File: src/rtl/fetch_ctrl.sv
// fetch_ctrl: in-order instruction fetch sequencer with a PC-tagged response FIFO.
// Redirects flush the FIFO and drop responses still in flight for the old path.
module fetch_ctrl #(
    parameter int          DEPTH    = 2,
    parameter logic [31:0] RESET_PC = 32'h0000_0000
) (
    input  logic        clk,
    input  logic        rst_n,
    output logic        imem_req_valid,
    input  logic        imem_req_ready,
    output logic [31:0] imem_req_addr,
    input  logic        imem_rsp_valid,
    input  logic [31:0] imem_rsp_data,
    input  logic        redirect_valid,
    input  logic [31:0] redirect_pc,
    output logic        if_valid,
    output logic [31:0] if_instr,
    output logic [31:0] if_pc,
    input  logic        dec_ready,
    output logic        dbg_flush
);
    // Handshakes: a request transfers on a rising edge with imem_req_valid && imem_req_ready;
    // a response is a one-cycle imem_rsp_valid pulse that cannot be stalled; decode takes the
    // head on a rising edge with if_valid && dec_ready.

    localparam int CW = $clog2(DEPTH + 1);
    localparam int AW = $clog2(DEPTH);

    typedef enum logic {FETCH = 1'b0, FLUSH = 1'b1} state_t;

    state_t        state, state_next;
    logic [31:0]   pc, rsp_pc, redirect_tgt;
    logic [CW-1:0] fifo_cnt, out_cnt, drop_cnt, drop_next;
    logic [AW-1:0] rd_ptr, wr_ptr;
    logic [31:0]   fifo_instr [DEPTH];
    logic [31:0]   fifo_pc    [DEPTH];
    logic          pop, push, accept, rsp_fire, credit_ok;
    logic [CW:0]   credit_sum;

    assign redirect_tgt = {redirect_pc[31:2], 2'b00};

    assign if_valid = (fifo_cnt != '0);
    assign if_instr = if_valid ? fifo_instr[rd_ptr] : '0;
    assign if_pc    = if_valid ? fifo_pc[rd_ptr] : '0;

    assign pop      = if_valid & dec_ready;
    assign rsp_fire = imem_rsp_valid & (out_cnt != '0);
    assign push     = rsp_fire & ~redirect_valid & (drop_cnt == '0);

    // A slot freed by this cycle's pop can be re-requested immediately.
    assign credit_sum = {1'b0, fifo_cnt} - {{CW{1'b0}}, pop} + {1'b0, out_cnt};
    assign credit_ok  = (credit_sum < (CW+1)'(DEPTH));

    assign imem_req_valid = rst_n & (state == FETCH) & credit_ok & ~redirect_valid;
    assign imem_req_addr  = rst_n ? pc : '0;
    assign accept         = imem_req_valid & imem_req_ready;
    assign dbg_flush      = (state == FLUSH);

    // Everything still in flight at a redirect is stale; earlier drops are already in out_cnt.
    always_comb begin
        drop_next  = drop_cnt;
        state_next = state;
        if (redirect_valid)
            drop_next = out_cnt - CW'(rsp_fire);
        else if (rsp_fire && (drop_cnt != '0))
            drop_next = drop_cnt - CW'(1);
        case (state)
            FETCH:   if (drop_next != '0) state_next = FLUSH;
            FLUSH:   if (drop_next == '0) state_next = FETCH;
            default: state_next = FETCH;
        endcase
    end

    always_ff @(posedge clk or negedge rst_n) begin
        if (!rst_n) begin
            state    <= FETCH;
            pc       <= RESET_PC;
            rsp_pc   <= RESET_PC;
            fifo_cnt <= '0;
            out_cnt  <= '0;
            drop_cnt <= '0;
            rd_ptr   <= '0;
            wr_ptr   <= '0;
        end else begin
            state    <= state_next;
            drop_cnt <= drop_next;
            out_cnt  <= out_cnt + CW'(accept) - CW'(rsp_fire);
            if (redirect_valid) begin
                pc       <= redirect_tgt;
                rsp_pc   <= redirect_tgt;
                fifo_cnt <= '0;
                rd_ptr   <= '0;
                wr_ptr   <= '0;
            end else begin
                if (accept)
                    pc <= pc + 32'd4;
                if (push) begin
                    rsp_pc <= rsp_pc + 32'd4;
                    wr_ptr <= wr_ptr + AW'(1);
                end
                if (pop)
                    rd_ptr <= rd_ptr + AW'(1);
                fifo_cnt <= fifo_cnt + CW'(push) - CW'(pop);
            end
        end
    end

    always_ff @(posedge clk) begin
        if (push) begin
            fifo_instr[wr_ptr] <= imem_rsp_data;
            fifo_pc[wr_ptr]    <= rsp_pc;
        end
    end

endmodule

File: config.mk
export PLATFORM = sky130hd
export DESIGN_NAME = fetch_ctrl
export DESIGN_NICKNAME = d
export VERILOG_FILES = /design/src/rtl/fetch_ctrl.sv
export SDC_FILE = /design/constraint.sdc
export NUM_CORES = 1
export LEC_CHECK = 0
export BUFFER_PORTS_ARGS = -buffer_cell sky130_fd_sc_hd__clkbuf_2
export CORE_MARGIN = 10
export CORE_UTILIZATION = 40
export DETAILED_ROUTE_END_ITERATION = 8
export PLACE_DENSITY = 0.63
export SLEW_MARGIN = 20
export SYNTH_ARGS = -nofsm -noshare
export SYNTH_HDL_FRONTEND = slang
export SYNTH_SLANG_ARGS = --single-unit
File: constraint.sdc
create_clock -name clk -period 4.1 [get_ports clk]
set_input_delay 0.205 -clock clk [delete_from_list [all_inputs] [get_ports clk]]
set_output_delay 0.205 -clock clk [all_outputs]
set_load 0.1 [all_outputs]
# ---- Yosys cells after proc, flatten, opt, wreduce, memory -nomap -nowiden
# Memories as Yosys holds them, arrays and structs flattened.
# Index checks and enable logic that the tools add are counted.
dict set report totals {
  output_inout_bits 99
  inputBits 70
  n_memories 2
  ramBits 128
  register_bits 73
}
dict set report classes {
  addsub 12
  n_mux 19
  order_cmp 1
  n_reduce_logical 10
  bitwise_logic 10
}
# name depth word_bits read_ports rd_ports_with_merged_regs wr line_no
set memory_table {}
lappend memory_table {fifo_instr 2 32 1 0 1 35} ;# logic [31:0] fifo_instr [DEPTH];
lappend memory_table {fifo_pc 2 32 1 0 1 36} ;# logic [31:0] fifo_pc [DEPTH];
# cell count
set op_table {}
lappend op_table {{32-bit 2-to-1 mux} 7}
lappend op_table {{32-bit by 3-bit adder with 32-bit output (second input constant)} 2}
lappend op_table {{2-bit nonzero test} 7}
lappend op_table {{1-bit AND} 8}
lappend op_table {{1-bit 2-to-1 mux} 8}
lappend op_table {{2-bit 2-to-1 mux} 3}
lappend op_table {{2-bit by 1-bit subtractor with 2-bit output} 3}
lappend op_table {{2-bit by 1-bit adder with 2-bit output} 2}
lappend op_table {{2-bit logical NOT} 2}
lappend op_table {{3-bit by 2-bit adder with 3-bit output} 1}
lappend op_table {{3-bit by 2-bit < comparator with 1-bit output (second input constant)} 1}
lappend op_table {{2-bit by 1-bit subtractor with 3-bit output} 1}
lappend op_table {{1-bit adder (second input constant)} 2}
lappend op_table {{1-bit NOT} 2}
lappend op_table {{1-bit case mux with 2 select lines} 1}
lappend op_table {{2-bit by 1-bit subtractor with 2-bit output (second input constant)} 1}
lappend op_table {{1-bit logical AND} 1}

# ---- Longest topological paths before layout
# Gate-level depths: netlist of the first run.
dict set report depth {
  depth_word 10
  mapped_depth 13
  mapped_depth_nobuf 13
}

# ---- Worst setup path after synthesis of the first run
# Ideal clock, no wire load.
dict set report synth_timing {
  path_type {register to register}
  start {register drop_cnt[0]}
  end {memory fifo_instr[0][0] (enable)}
  setup_time_ns 0.482
  period_less_slack_ns 4.244
  arrival_time_ns 3.762
  slack_ns -0.144
  stages_incl_launch_ff 7
  required_ns 3.618
  cell_sequence {dfrtp_1 -> inv_1 -> ha_1 -> o211a_1 -> clkbuf_1 -> nand2_1 -> nor2_1}
}
dict set report synth_between {
  elab_chain_len 4
}
# element line_no
set synth_lines {}
lappend synth_lines {{from (decl)} 33} ;# logic [CW-1:0] fifo_cnt, out_cnt, drop_cnt, drop_next;
lappend synth_lines {{from (signal assigned)} 86} ;# drop_cnt <= drop_next;
lappend synth_lines {{2-bit logical NOT} 48} ;# assign push = rsp_fire & ~redirect_valid & (drop_cnt == '0);
lappend synth_lines {{1-bit AND} 48}
lappend synth_lines {{1-bit 2-to-1 mux} 109} ;# if (push) begin
lappend synth_lines {{1-bit 2-to-1 mux (implied by the code)} 110} ;# fifo_instr[wr_ptr] <= imem_rsp_data;
lappend synth_lines {{to (decl)} 35}
# Every way passes these cells.

# ---- Worst setup path in the final report of the first run
dict set report layout_timing {
  start {register out_cnt[1]}
  end {output port imem_req_valid}
}
dict set report layout_between {
  elab_chain_len 4
}
# element line_no
set layout_lines {}
lappend layout_lines {{from (decl)} 33}
lappend layout_lines {{from (signal assigned)} 87} ;# out_cnt <= out_cnt + CW'(accept) - CW'(rsp_fire);
lappend layout_lines {{3-bit by 2-bit adder with 3-bit output} 51} ;# assign credit_sum = {1'b0, fifo_cnt} - {{CW{1'b0}}, pop} + {1'b0, out_cnt};
lappend layout_lines {{3-bit by 2-bit < comparator with 1-bit output} 52} ;# assign credit_ok = (credit_sum < (CW+1)'(DEPTH));
lappend layout_lines {{1-bit AND (2 in series)} 54} ;# assign imem_req_valid = rst_n & (state == FETCH) & credit_ok & ~redirect_valid;
lappend layout_lines {{to (decl)} 9} ;# output logic imem_req_valid,
# Every way passes these cells.

==> results.sh, run 1 <==
export IMPL_cp_max_fo=6
export IMPL_slew_headroom_pct=46.12
export IMPL_ys_seq_area_share_pct=61.22
export IMPL_p_leak_nw=4.286
export IMPL_hpwl_um=14840
export IMPL_die_area_um2=28620
export IMPL_final_cell_mix="161 x clkbuf_2, 124 x edfxtp_1, 79 x nor2_1"
export IMPL_num_rows=54
export IMPL_clock_sinks=193
export IMPL_critical_path_class="register to primary output"
export IMPL_fp_dieH_um=169.2
export IMPL_avgSynthCellArea_um2=12.49
export IMPL_power_density_nw_per_um2=597.2
export IMPL_clock_fmax_mhz=312.2
export IMPL_drt_iter0_markers=392
export IMPL_grt_max_degree=63
export IMPL_cts_root_buf="clkbuf_16"
export IMPL_synth_mux_area_share_pct=9.501
export IMPL_cts_setup_buffers=0
export IMPL_cts_buffers=17
export IMPL_antenna_found_initial=0
export IMPL_grt_use_total_pct=14.85
export IMPL_htreeDepth=4
export IMPL_fin_crit_ns=3.203
export IMPL_reg2reg_depth=11
export IMPL_drcViolationCount=0
export IMPL_finalClockSkew_ns=0.01549
export IMPL_drt_pass1_iterations=6
export IMPL_setup_tns_final_ns=0
export IMPL_synth_xor_area_share_pct=5.214
export IMPL_vias_per_cell=5.056
export IMPL_area_growth_pct=22.59
export IMPL_maxSlewViolCount=0
export IMPL_synth_compound_area_share_pct=4.610
export IMPL_hold_violations=0
export IMPL_syn_inst=713
export IMPL_status="finished, final reports clean"
export IMPL_final_common_cell="clkbuf_2"
export IMPL_start_util_pct=40.67
export IMPL_peakVddDrop_mv=0.2703
export IMPL_ys_async_sr_fraction_pct=35.75
export IMPL_core_area_um2=21890
export IMPL_grt_setup_unrepaired="false"
export IMPL_arrival_ns=3.00
export IMPL_holdPathStages=2
export IMPL_grt_pass1_wl_um=34070
export IMPL_port_buffer_count=162
export IMPL_clk_latency_ns=0.42
export IMPL_ys_ff_latch=193
export IMPL_dieWidth_um=169.2
export IMPL_start_kind="register"
export IMPL_synth_area_um2=8902
export IMPL_hold_class="input pin to register"
export IMPL_layout_nets=983
export IMPL_wl_um=21270
export IMPL_clkSlewWorstSetupHoldPaths_ns=0.08
export IMPL_vias=6047
export IMPL_finalCritPeriodShare_pct=78.11
export IMPL_yosys_area_share_simple_pct=15.14
export IMPL_wire_per_inst_um=17.79
export IMPL_synth_edf_count=124
export IMPL_synth_cell_type_count=54
export IMPL_n_antenna_cell=0
export IMPL_synth_top_family_by_area="simple AND/OR/NAND/NOR gates"
export IMPL_max_cap_viol_count=0
export IMPL_cts_tree="built"
export IMPL_drive_gt1_share_pct=26.64
export IMPL_holdWs_ns=0.02895
export IMPL_critPathCaptureType="primary output"
export IMPL_globalRouteOverflowTotal=0
export IMPL_ys_flop_type="edfxtp_1"
export IMPL_yosys_warnings=0
export IMPL_gp_congestion=0.8457
export IMPL_synthAdderAreaFrac_pct=1.490
export IMPL_io_pins=169
export IMPL_cp_data_required_time_ns=3.89
export IMPL_grt_pass1_vias=6268
export IMPL_setup_viol=0
export IMPL_worst_slew_pin_slew_ns=0.8082
export IMPL_clk_path_buf_depth=2
export IMPL_detail_route_antenna_nets=0
cells in the mapped netlist (20+ instances only):
library cell | count | area (µm²)
xnor2_1 | 28 | 245.2
clkbuf_1 | 21 | 78.83
nand3_1 | 27 | 135.1
nand4_1 | 22 | 137.6
dfrtp_1 | 69 | 1727
xor2_1 | 25 | 219.0
nand2_1 | 53 | 198.9
and2_1 | 34 | 212.7
mux2i_1 | 62 | 620.6
mux2_2 | 20 | 225.2
nor2_1 | 81 | 304.0
edfxtp_1 | 124 | 3724
registers in the layout, indices dropped and copies added, names as in the netlist:
register,flops
drop_cnt,2
out_cnt,2
fifo_cnt,2
fifo_pc,60
rsp_pc,30
fifo_instr,64
wr_ptr,1
dbg_flush,1
pc,30
rd_ptr,1
logic make-up after synthesis:
kind of cell    after synthesis
simple gates                260
compound gates               59
xor+xnor                     53
fa+ha+maj                    10
flops                       193
mux                          82
other cells                   1
buf+inv                      55
stage by stage:
step	setup slack, ns	instances	cell area (µm²)	total power, W	util [%]
4_1_cts	0.8887	1196	10910	0.006602	49.85
6_report	0.8973	1196	10910	0.006518	49.85
2_1_floorplan	0.3564	716	8916	0.004467	-
3_3_place_gp	1.032	1131	10000	0.004925	45.68
5_1_grt	0.7076	1196	10910	0.006829	49.85
3_5_place_dp	0.9796	1131	10000	0.004947	45.68
path summary, 6_finish.rpt:
path	from	end	slack [ns]
setup reg to reg	out_cnt[1]	out_cnt[1]	0.97
max in group asynchronous	rst_n	rd_ptr	2.74
hold / removal	redirect_pc[2]	rsp_pc[2]	0.03
min in group asynchronous	rst_n	pc[12]	0.28
setup / recovery	out_cnt[1]	imem_req_valid	0.90
hold reg to reg	rsp_pc[26]	fifo_pc[0][26]	0.49
cell type report:
class / count / area (µm²)
clock inverters: 11 / 90.09
flip-flops and latches: 193 / 5454
fillers: 1981 / 10980
repair buffers: 204 / 1224
well taps: 280 / 350.3
inverters: 19 / 71.32
multi-input cells: 468 / 3232
clock buffers: 21 / 491.7
per-layer routing:
metal	vias to the layer above	track usage (%)	routed length (µm)
met5	-	0	0
met4	0	3.452	163
met3	13	4.354	1140
met2	168	23.34	10070
met1	2920	19.85	9895
li1	2946	-	-
where the power goes:
group	internal (W)	switching [W]
Sequential	0.00226	0.000210
Combinational	0.000517	0.00191
Clock	0.000878	0.000739
repair_timing:
| item | 4_1_cts | 5_1_grt |
|---|---|---|
| hold endpoints to repair | 95 | 0 |
| setup endpoints to repair | 0 | 0 |
| resized for setup | 0 | 0 |
| hold buffers | 33 | 0 |
critical path, stage by stage (launching register included):
cell,delay [ns]
dfrtp_1,0.50
inv_1,0.08
ha_1,0.30
fa_1,0.43
xor2_1,0.39
nand2_1,0.22
nor2_1,0.17
clkbuf_2,0.48
No activity file was read; power rests on OpenSTA's default activity.
==> run 2: changes to the inputs <==
--- a/config.mk
+++ b/config.mk
@@ -9,7 +9,7 @@
 export CORE_MARGIN = 10
 export CORE_UTILIZATION = 40
 export DETAILED_ROUTE_END_ITERATION = 8
-export PLACE_DENSITY = 0.63
+export PLACE_DENSITY = 0.61
 export SLEW_MARGIN = 20
 export SYNTH_ARGS = -nofsm -noshare
 export SYNTH_HDL_FRONTEND = slang
==> constraint.sdc (replaced) <==
create_clock -name clk -period 3.15 [get_ports clk]
set_input_delay 0.1575 -clock clk [delete_from_list [all_inputs] [get_ports clk]]
set_output_delay 0.1575 -clock clk [all_outputs]
set_load 0.1 [all_outputs]
==> results.sh, run 2 (synthesis results as in run 1) <==
export IMPL_status="finished, final reports clean"
export IMPL_arrival_ns=3.11
export IMPL_hold_class="input pin to register"
export IMPL_p_leak_nw=4.346
export IMPL_grt_pass1_vias=6212
export IMPL_drcViolationCount=0
export IMPL_port_buffer_count=162
export IMPL_cts_setup_buffers=0
export IMPL_io_pins=169
export IMPL_worst_slew_pin_slew_ns=0.7217
export IMPL_peakVddDrop_mv=0.3448
export IMPL_htreeDepth=4
export IMPL_busiest_layer="met2"
export IMPL_power_density_nw_per_um2=773.1
export IMPL_dieWidth_um=169.2
export IMPL_layout_nets=998
export IMPL_grt_pass1_wl_um=34470
export IMPL_final_area_um2=11160
export IMPL_finalCritPeriodShare_pct=88.96
export IMPL_seq_area_um2=5454
export IMPL_cp_data_required_time_ns=3.46
export IMPL_fillers=1975
export IMPL_start_util_pct=40.67
export IMPL_drt_pass1_iterations=4
export IMPL_gp_congestion=0.8118
export IMPL_clkSlewWorstSetupHoldPaths_ns=0.07
export IMPL_detail_route_antenna_nets=0
export IMPL_cts_tree="built"
export IMPL_clk_latency_ns=0.43
export IMPL_num_rows=54
export IMPL_critPathCaptureType="register"
export IMPL_cts_buffers=17
export IMPL_gr_usage_met2_pct=21.78
export IMPL_vias=6131
export IMPL_met3_usage_pct=3.937
export IMPL_fp_dieH_um=169.2
export IMPL_final_cell_mix="160 x clkbuf_2, 124 x edfxtp_1, 77 x nor2_1"
export IMPL_antenna_found_initial=0
export IMPL_largest_register_ffs=64
export IMPL_final_common_cell="clkbuf_2"
export IMPL_wl_um=21630
export IMPL_start_kind="register"
export IMPL_core_area_um2=21890
export IMPL_wire_per_inst_um=17.86
export IMPL_grt_max_degree=70
export IMPL_cp_max_fo=8
export IMPL_die_area_um2=28620
export IMPL_n_antenna_cell=0
export IMPL_clock_sinks=193
export IMPL_setup_tns_final_ns=0
export IMPL_setup_viol=0
export IMPL_finalPower_w=0.008624
export IMPL_drt_iter0_markers=470
export IMPL_cts_resized=0
export IMPL_finalClockSkew_ns=0.01121
export IMPL_multi_input_area_um2=3271
export IMPL_clock_fmax_mhz=356.8
export IMPL_slew_headroom_pct=51.89
export IMPL_clk_path_buf_depth=2
export IMPL_critical_path_class="register to register"
export IMPL_use_met1_pct=21.66
export IMPL_vias_per_cell=5.063
export IMPL_placed_area_um2=10100
export IMPL_maxSlewViolCount=0
export IMPL_drive_gt1_share_pct=27.07
export IMPL_max_cap_viol_count=0
export IMPL_fin_crit_ns=2.802
export IMPL_hpwl_um=15020
export IMPL_grt_setup_unrepaired="false"
export IMPL_largestRegisters="fifo_instr x64, fifo_pc x60"
export IMPL_top_register="fifo_instr"
export IMPL_hold_violations=0
export IMPL_globalRouteOverflowTotal=0
export IMPL_grt_use_total_pct=15.00
export IMPL_cts_root_buf="clkbuf_16"
export IMPL_area_growth_pct=25.31
run 2: changes by cell type in the layout (fill, tap and decap cells not counted), sizes merged:
cell	change
dlygate4sd3	+13
bufinv	+3
inv	-6
buf	+3
clkinvlp	+4
clkbuf	-3
clkinv	+1
run 2: path summary, 6_finish.rpt:
check                               start        endpoint  slack [ns]  cells past startpoint
max                            out_cnt[1]      out_cnt[1]        0.35                     11
min                        redirect_pc[9]       rsp_pc[9]        0.02                      3
max reg2reg                    out_cnt[1]      out_cnt[1]        0.35                     11
min reg2reg                    rsp_pc[26]  fifo_pc[0][26]        0.49                      0
max in group asynchronous           rst_n          rd_ptr        1.76                      4
min in group asynchronous           rst_n          pc[11]        0.46                      3
run 2: critical path, cell delays in order, from the launching register on:
cell	delay [ns]
dfrtp_1	0.50
inv_1	0.08
ha_1	0.30
fa_1	0.55
and3b_2	0.23
and4_4	0.24
inv_4	0.07
ha_4	0.26
inv_1	0.03
ha_2	0.17
xnor2_2	0.13
xnor2_1	0.12
run 2: power breakdown:
group | internal [W] | switching [W]
clock | 0.00125 | 0.000912
combinational | 0.000720 | 0.00255
sequential | 0.00294 | 0.000250
run 2: cell type report:
| cell class | count | share of cell area, % |
|---|---|---|
| sequential | 193 | 48.89 |
| multi-input combinational | 468 | 29.32 |
| timing repair buffer | 219 | 12.63 |
| clock buffer | 19 | 3.881 |
| tap | 280 | 3.140 |
| clock inverter | 13 | 1.447 |
| inverter | 19 | 0.6954 |
run 2: routing by layer:
metal / vias up / share of wire, %
met2: 173 / 43
met4: 0 / 1.3
li1: 2963 / -
met3: 23 / 5.9
met1: 2972 / 50
met5: - / 0
run 2: what timing repair did:
| item | in CTS | in global routing |
|---|---|---|
| hold endpoints to repair | 120 | 0 |
| hold buffers | 46 | 0 |
| endpoints found under the setup margin | 0 | 0 |
run 2: metrics by stage:
stage / setup WS (ns) / hold WS [ns] / std cells / util (%)
after floorplan: 0.005507 / -0.1381 / 716 / -
after global placement: 0.3775 / 0.3464 / 1133 / 46.14
after detailed placement: 0.3538 / 0.3509 / 1133 / 46.14
after CTS: 0.3298 / 0.001041 / 1211 / 50.96
after global routing: 0.1674 / 0.001857 / 1211 / 50.96
final: 0.3477 / 0.01942 / 1211 / 50.96
